[src/rtl/pwm_audio_pkg.sv]
// Shared defaults and sizing helpers for the PWM audio output path.
package pwm_audio_pkg;

  localparam int DEFAULT_SAMPLE_WIDTH = 9;
  localparam int DEFAULT_FIFO_DEPTH   = 4;
  localparam int DEFAULT_CLK_DIV      = 1;

  // The occupancy count must represent the full value DEPTH, not just DEPTH-1.
  function automatic int level_width(input int depth);
    return $clog2(depth) + 1;
  endfunction

endpackage

[src/rtl/sample_fifo.sv]
// Sample FIFO feeding the PWM duty register; full/empty decided from current level only.
module sample_fifo
  import pwm_audio_pkg::*;
#(
  parameter int WIDTH = DEFAULT_SAMPLE_WIDTH,
  parameter int DEPTH = DEFAULT_FIFO_DEPTH
) (
  input  logic                          i_clk,
  input  logic                          i_rst_n,
  input  logic                          i_push,
  input  logic [WIDTH-1:0]              i_data,
  input  logic                          i_pop,
  output logic [WIDTH-1:0]              o_head,
  output logic [level_width(DEPTH)-1:0] o_level,
  output logic                          o_full,
  output logic                          o_empty
);

  localparam int PTR_W = $clog2(DEPTH);
  localparam int LW    = level_width(DEPTH);

  logic [WIDTH-1:0] mem_q [DEPTH];
  logic [PTR_W-1:0] wr_ptr_q, wr_ptr_d;
  logic [PTR_W-1:0] rd_ptr_q, rd_ptr_d;
  logic [LW-1:0]    level_q, level_d;
  logic             push_en;
  logic             pop_en;

  always_comb begin
    o_full   = (level_q == LW'(DEPTH));
    o_empty  = (level_q == '0);
    push_en  = i_push && !o_full;
    pop_en   = i_pop && !o_empty;
    // Pointers wrap naturally because DEPTH is a power of two.
    wr_ptr_d = wr_ptr_q + PTR_W'(push_en);
    rd_ptr_d = rd_ptr_q + PTR_W'(pop_en);
    level_d  = level_q;
    case ({push_en, pop_en})
      2'b10:   level_d = level_q + LW'(1);
      2'b01:   level_d = level_q - LW'(1);
      default: level_d = level_q;
    endcase
  end

  always_ff @(posedge i_clk or negedge i_rst_n) begin
    if (!i_rst_n) begin
      wr_ptr_q <= '0;
      rd_ptr_q <= '0;
      level_q  <= '0;
    end else begin
      wr_ptr_q <= wr_ptr_d;
      rd_ptr_q <= rd_ptr_d;
      level_q  <= level_d;
    end
  end

  // Storage needs no reset: the pointers alone define which entries are live.
  always_ff @(posedge i_clk) begin
    if (push_en) mem_q[wr_ptr_q] <= i_data;
  end

  assign o_head  = mem_q[rd_ptr_q];
  assign o_level = level_q;

endmodule

[src/rtl/pwm_audio_output.sv]
// PWM audio output: prescaled period counter, per-period duty reload from a sample FIFO.
module pwm_audio_output
  import pwm_audio_pkg::*;
#(
  parameter int SAMPLE_WIDTH = DEFAULT_SAMPLE_WIDTH,
  parameter int FIFO_DEPTH   = DEFAULT_FIFO_DEPTH,
  parameter int CLK_DIV      = DEFAULT_CLK_DIV
) (
  input  logic                               i_clk,
  input  logic                               i_rst_n,
  input  logic [SAMPLE_WIDTH-1:0]            i_sample,
  input  logic                               i_sample_valid,
  output logic                               o_sample_ready,
  output logic                               o_pwm,
  output logic                               o_period_start,
  output logic                               o_underrun,
  input  logic                               i_clear_underrun,
  output logic [level_width(FIFO_DEPTH)-1:0] o_level
);

  localparam int DIV_W = (CLK_DIV > 1) ? $clog2(CLK_DIV) : 1;
  localparam logic [DIV_W-1:0]        DIV_LAST = DIV_W'(CLK_DIV - 1);
  localparam logic [SAMPLE_WIDTH-1:0] CNT_MAX  = '1;

  logic [DIV_W-1:0]        div_q, div_d;
  logic [SAMPLE_WIDTH-1:0] cnt_q, cnt_d;
  logic [SAMPLE_WIDTH-1:0] duty_q, duty_d;
  logic                    pwm_q, pwm_d;
  logic                    period_start_q, period_start_d;
  logic                    underrun_q, underrun_d;
  logic                    tick;
  logic                    wrap;
  logic                    fifo_pop;
  logic [SAMPLE_WIDTH-1:0] fifo_head;
  logic                    fifo_full;
  logic                    fifo_empty;

  // Handshake: a sample transfers on a rising edge where i_sample_valid and
  // o_sample_ready are both high; ready depends only on current occupancy.
  sample_fifo #(
    .WIDTH (SAMPLE_WIDTH),
    .DEPTH (FIFO_DEPTH)
  ) u_fifo (
    .i_clk   (i_clk),
    .i_rst_n (i_rst_n),
    .i_push  (i_sample_valid),
    .i_data  (i_sample),
    .i_pop   (fifo_pop),
    .o_head  (fifo_head),
    .o_level (o_level),
    .o_full  (fifo_full),
    .o_empty (fifo_empty)
  );

  always_comb begin
    tick           = (div_q == DIV_LAST);
    wrap           = tick && (cnt_q == CNT_MAX);
    div_d          = tick ? '0 : div_q + DIV_W'(1);
    cnt_d          = tick ? cnt_q + SAMPLE_WIDTH'(1) : cnt_q;
    fifo_pop       = wrap && !fifo_empty;
    duty_d         = fifo_pop ? fifo_head : duty_q;
    period_start_d = wrap;
    pwm_d          = (cnt_q < duty_q);
    // A new underrun takes priority over a coincident clear.
    if (wrap && fifo_empty)    underrun_d = 1'b1;
    else if (i_clear_underrun) underrun_d = 1'b0;
    else                       underrun_d = underrun_q;
  end

  always_ff @(posedge i_clk or negedge i_rst_n) begin
    if (!i_rst_n) begin
      div_q          <= '0;
      cnt_q          <= '0;
      duty_q         <= '0;
      pwm_q          <= 1'b0;
      period_start_q <= 1'b0;
      underrun_q     <= 1'b0;
    end else begin
      div_q          <= div_d;
      cnt_q          <= cnt_d;
      duty_q         <= duty_d;
      pwm_q          <= pwm_d;
      period_start_q <= period_start_d;
      underrun_q     <= underrun_d;
    end
  end

  // Ready is forced low while in reset even though the empty FIFO could accept.
  assign o_sample_ready = i_rst_n && !fifo_full;
  assign o_pwm          = pwm_q;
  assign o_period_start = period_start_q;
  assign o_underrun     = underrun_q;

endmodule

[config.mk]
export PLATFORM = sky130hd
export DESIGN_NAME = pwm_audio_output
export DESIGN_NICKNAME = d
export VERILOG_FILES = /design/src/rtl/pwm_audio_pkg.sv /design/src/rtl/sample_fifo.sv /design/src/rtl/pwm_audio_output.sv
export SDC_FILE = /design/constraint.sdc
export NUM_CORES = 1
export LEC_CHECK = 0
export BUFFER_PORTS_ARGS = -buffer_cell sky130_fd_sc_hd__buf_4
export CAP_MARGIN = 20
export CORE_UTILIZATION = 40
export DETAILED_ROUTE_END_ITERATION = 10
export SLEW_MARGIN = 20
export SYNTH_ARGS = -nofsm -noshare
export SYNTH_HDL_FRONTEND = slang
export SYNTH_SLANG_ARGS = --single-unit
[constraint.sdc]
create_clock -name i_clk -period 6.4 [get_ports i_clk]
set_input_delay 0 -clock i_clk [delete_from_list [all_inputs] [get_ports i_clk]]
set_output_delay 0 -clock i_clk [all_outputs]
set_load 0.03 [all_outputs]
==> impl_summary.md <==
Outcome
The flow ran to the end, and the final reports show no timing, DRC or antenna violations.

Synthesis
Yosys attributes the largest share of cell area to edfxtp_1 41%, dfrtp_1 27%, mux4_2 7.7%, ha_1 6.2%, mux2_2 3.8%. The portion of the post-synthesis area used by sequential elements is 0.676. The gate count after technology mapping is 161. Among all cell types in the netlist, the one instantiated most often is edfxtp_1.

The total number of yosys warnings is 0. edfxtp_1 takes more of the synthesized area than any other cell. By count the netlist is led by 36 x edfxtp_1, 28 x dfrtp_1, 16 x inv_1, 13 x ha_1.

The average cell area after synthesis is 16.4 um2. After synthesis the netlist holds a flip-flop and latch count of 64. The post-synthesis net count is 188.

Among all flip-flop cells after synthesis, the most frequent one is edfxtp_1. The netlist area before placement is 2640 um2. Counting flops with an async set or reset pin after synthesis yields a share of 0.438. In this run, synthesis inferred 36 flip-flops with an integrated enable. The fraction of synthesized cell area taken by the top area cell type is 0.410. Counting distinct cell types in the post-synthesis netlist gives 26.

Final layout
The antenna diode count is 0. Relative to the synthesized area, the layout overhead comes to 21.9%. The filler cells instantiated in the layout total 507.

The final instance area is 3210 um2. The area used by sequential logic in the layout is 1780 um2. The net count of the finished layout is 228. The post-layout instance count excluding filler cells is 283. The ratio of cells with drive above 1 in the final layout is 0.272. The multi-input gate area in the final layout is 781 um2.

Critical path
By startpoint and endpoint, the worst setup path is classified as reg2reg. The maximum fanout along the worst path is 10. The worst setup path is launched from a flip-flop. At the worst endpoint, the required time is 6.66 ns. The worst setup path is captured at a flip-flop. The endpoint arrival time on the critical path is 2.99 ns.

Placement
The port buffer count is 19. After legalization and detailed placement, the total HPWL measured 3.00 mm. After detailed placement, the design holds a cell count of 256.

The weighted congestion at the end of routability-driven global placement is 0.765. Timing analysis after detailed placement gives a worst setup slack of 3.66 ns. The placement-stage cell area is 2880 um2.

Timing
After routing, the total negative slack on setup checks comes to 0 ns. Setup violations remaining at the end of the flow were counted as 0. The final number of hold-violating endpoints is 0. The worst path meets setup with 3.67 ns of slack. The time the final worst path needs with I/O delays and setup is 2.73 ns. Dividing the final minimum period by the clock period gives 0.427.

The clock arrives with 0.00917 ns of skew. Setup repair after global routing left no endpoint under its margin. The number of max-slew violations in the final report is 0. The upper clock frequency limit is 366 MHz. The tightest slew margin relative to the limit is 0.446. The slew at the pin closest to its max-slew limit is 0.828 ns.

Detailed routing
The detailed router placed 1382 vias in this run. The detailed router finished its first iteration with 49 violations. The first detailed-routing pass took 4 iterations. The count of nets left with antenna violations after detail routing is 0. The per-cell via count in the routed design is 4.88. The wire length per cell is 15.5 um. For this run, design rule violations remaining after detail routing come to 0.

The final layout contains routed wiring with a total length of 4.40 mm.

Floorplan
The top-level port count is 20. The die covers 6920 um2. The initial cell density of the core is 0.415.

The number of standard-cell rows in the floorplan is 29. The horizontal extent of the die is 83.2 um. The core footprint is 6350 um2.

The die span in y is 83.2 um.

Flow run
The tool flagged a number of max-cap violations equal to 0.

Global routing
The leftover overflow at the end of global routing is 0. The first global-routing pass estimated 7.48 mm of wire. The global routing usage summed across all routing layers is 0.147. The via count of the first global-routing pass is 1548. Entering global routing, the biggest net connects 30 pins. The number of antenna violations at the first check in global routing is 0.

Hold path
The tightest min-delay check is of the in2reg type.

Clocking
The tree built by TritonCTS fans out to 64 sinks. The number of clock buffers inserted by TritonCTS is 9. The CTS root buffer is clkbuf_8. The clock passes through at most 2 buffers. Clock-pin slew was measured on the worst setup and hold paths at 0.08 ns.

Post-CTS timing repair inserted 0 buffers for setup. The H-tree depth is 3. Clock latency on the worst-skew pair, taken at its later pin, is 0.34 ns. TritonCTS built the clock tree.

Power and ir drop
Dividing total power by cell area gives a power density of 334 nW/um2. The worst-case IR drop observed on VDD is 0.000219 V. The leakage power total is 1.32 nW.
## sequential cells by signal (all words and copies together) (netlist names)
name / cells
u_fifo.mem_q: 36
cnt_q: 9
duty_q: 9
u_fifo.o_level: 3
u_fifo.rd_ptr_q: 2
u_fifo.wr_ptr_q: 2
o_period_start: 1
o_pwm: 1
o_underrun: 1
## through the flow
| stage | power (mW) | hold slack (ns) | util |
|---|---|---|---|
| 2_1_floorplan | 0.626 | -0.296 | - |
| 3_3_place_gp | 0.684 | -0.0658 | 0.453 |
| 3_5_place_dp | 0.696 | -0.0546 | 0.453 |
| 4_1_cts | 1.09 | 0.101 | 0.506 |
| 5_1_grt | 1.12 | 0.140 | 0.506 |
| 6_report | 1.07 | 0.0996 | 0.506 |
## critical path, cell delays in order, from the launching register on
cell and delay, ns:
dfrtp_1 0.42, ha_1 0.24, nand3_1 0.13, nor2_1 0.16, ha_1 0.21, nand2b_1 0.27
inv_1 0.17, ha_1 0.20, inv_1 0.06, fa_1 0.37, xor2_1 0.15, nor2_1 0.11
xor2_1 0.18
## placed cells by master, fill, tap and decap left out, types with 6 or more instances in the layout
master,count
ha_1,13
inv_1,16
clkbuf_8,9
buf_4,21
edfxtp_1,36
mux4_2,9
xnor2_1,6
dlygate4sd3_1,11
mux2_2,9
dfrtp_1,28
## what timing repair did
action / CTS / global route
endpoints found under the hold margin: 65 / 0
hold buffers: 11 / 0
gates resized for setup: 0 / 0
## per-layer routing
metal | GRT usage | part of all wire | vias to the layer above
li1 | - | - | 672
met1 | 0.164 | 0.43 | 671
met2 | 0.249 | 0.51 | 28
met3 | 0.0487 | 0.037 | 11
met4 | 0.0799 | 0.026 | 0
met5 | 0 | 0 | -
## layout make-up
| cell class | instances | area share |
|---|---|---|
| Sequential cell | 64 | 0.554 |
| Multi-Input combinational cell | 78 | 0.243 |
| Timing Repair Buffer | 32 | 0.0833 |
| Clock buffer | 9 | 0.0385 |
| Clock inverter | 7 | 0.0323 |
| Tap cell | 77 | 0.0300 |
| Inverter | 16 | 0.0187 |
## worst paths after layout
check	cells past startpoint	to	from	slack (ns)
min reg2reg	1	duty_q[1]	duty_q[1]	0.51
min in group asynchronous	2	u_fifo.o_level[0]	i_rst_n	0.13
max	12	u_fifo.o_level[2]	cnt_q[0]	3.67
max reg2reg	12	u_fifo.o_level[2]	cnt_q[0]	3.67
max in group asynchronous	2	duty_q[4]	i_rst_n	6.00
min	4	u_fifo.wr_ptr_q[0]	i_sample_valid	0.1
## power by group
group	internal [mW]	leakage (nW)	switching (mW)	total, mW
registers	0.504	0.696	0.0296	0.533
clock network	0.224	0.114	0.161	0.385
logic	0.0639	0.511	0.0906	0.154
total	0.791	1.32	0.281	1.07
## cells by family after synthesis
kind of cell,synth area share
AOI/OAI and AO/OA,0.0209
buffers and inverters,0.0304
adders and majority gates,0.0693
muxes,0.115
and+or+nand+nor,0.0522
xor gates and xnor gates,0.0365
DFF,0.676
Note: power is estimated with default switching activity, not from simulation.
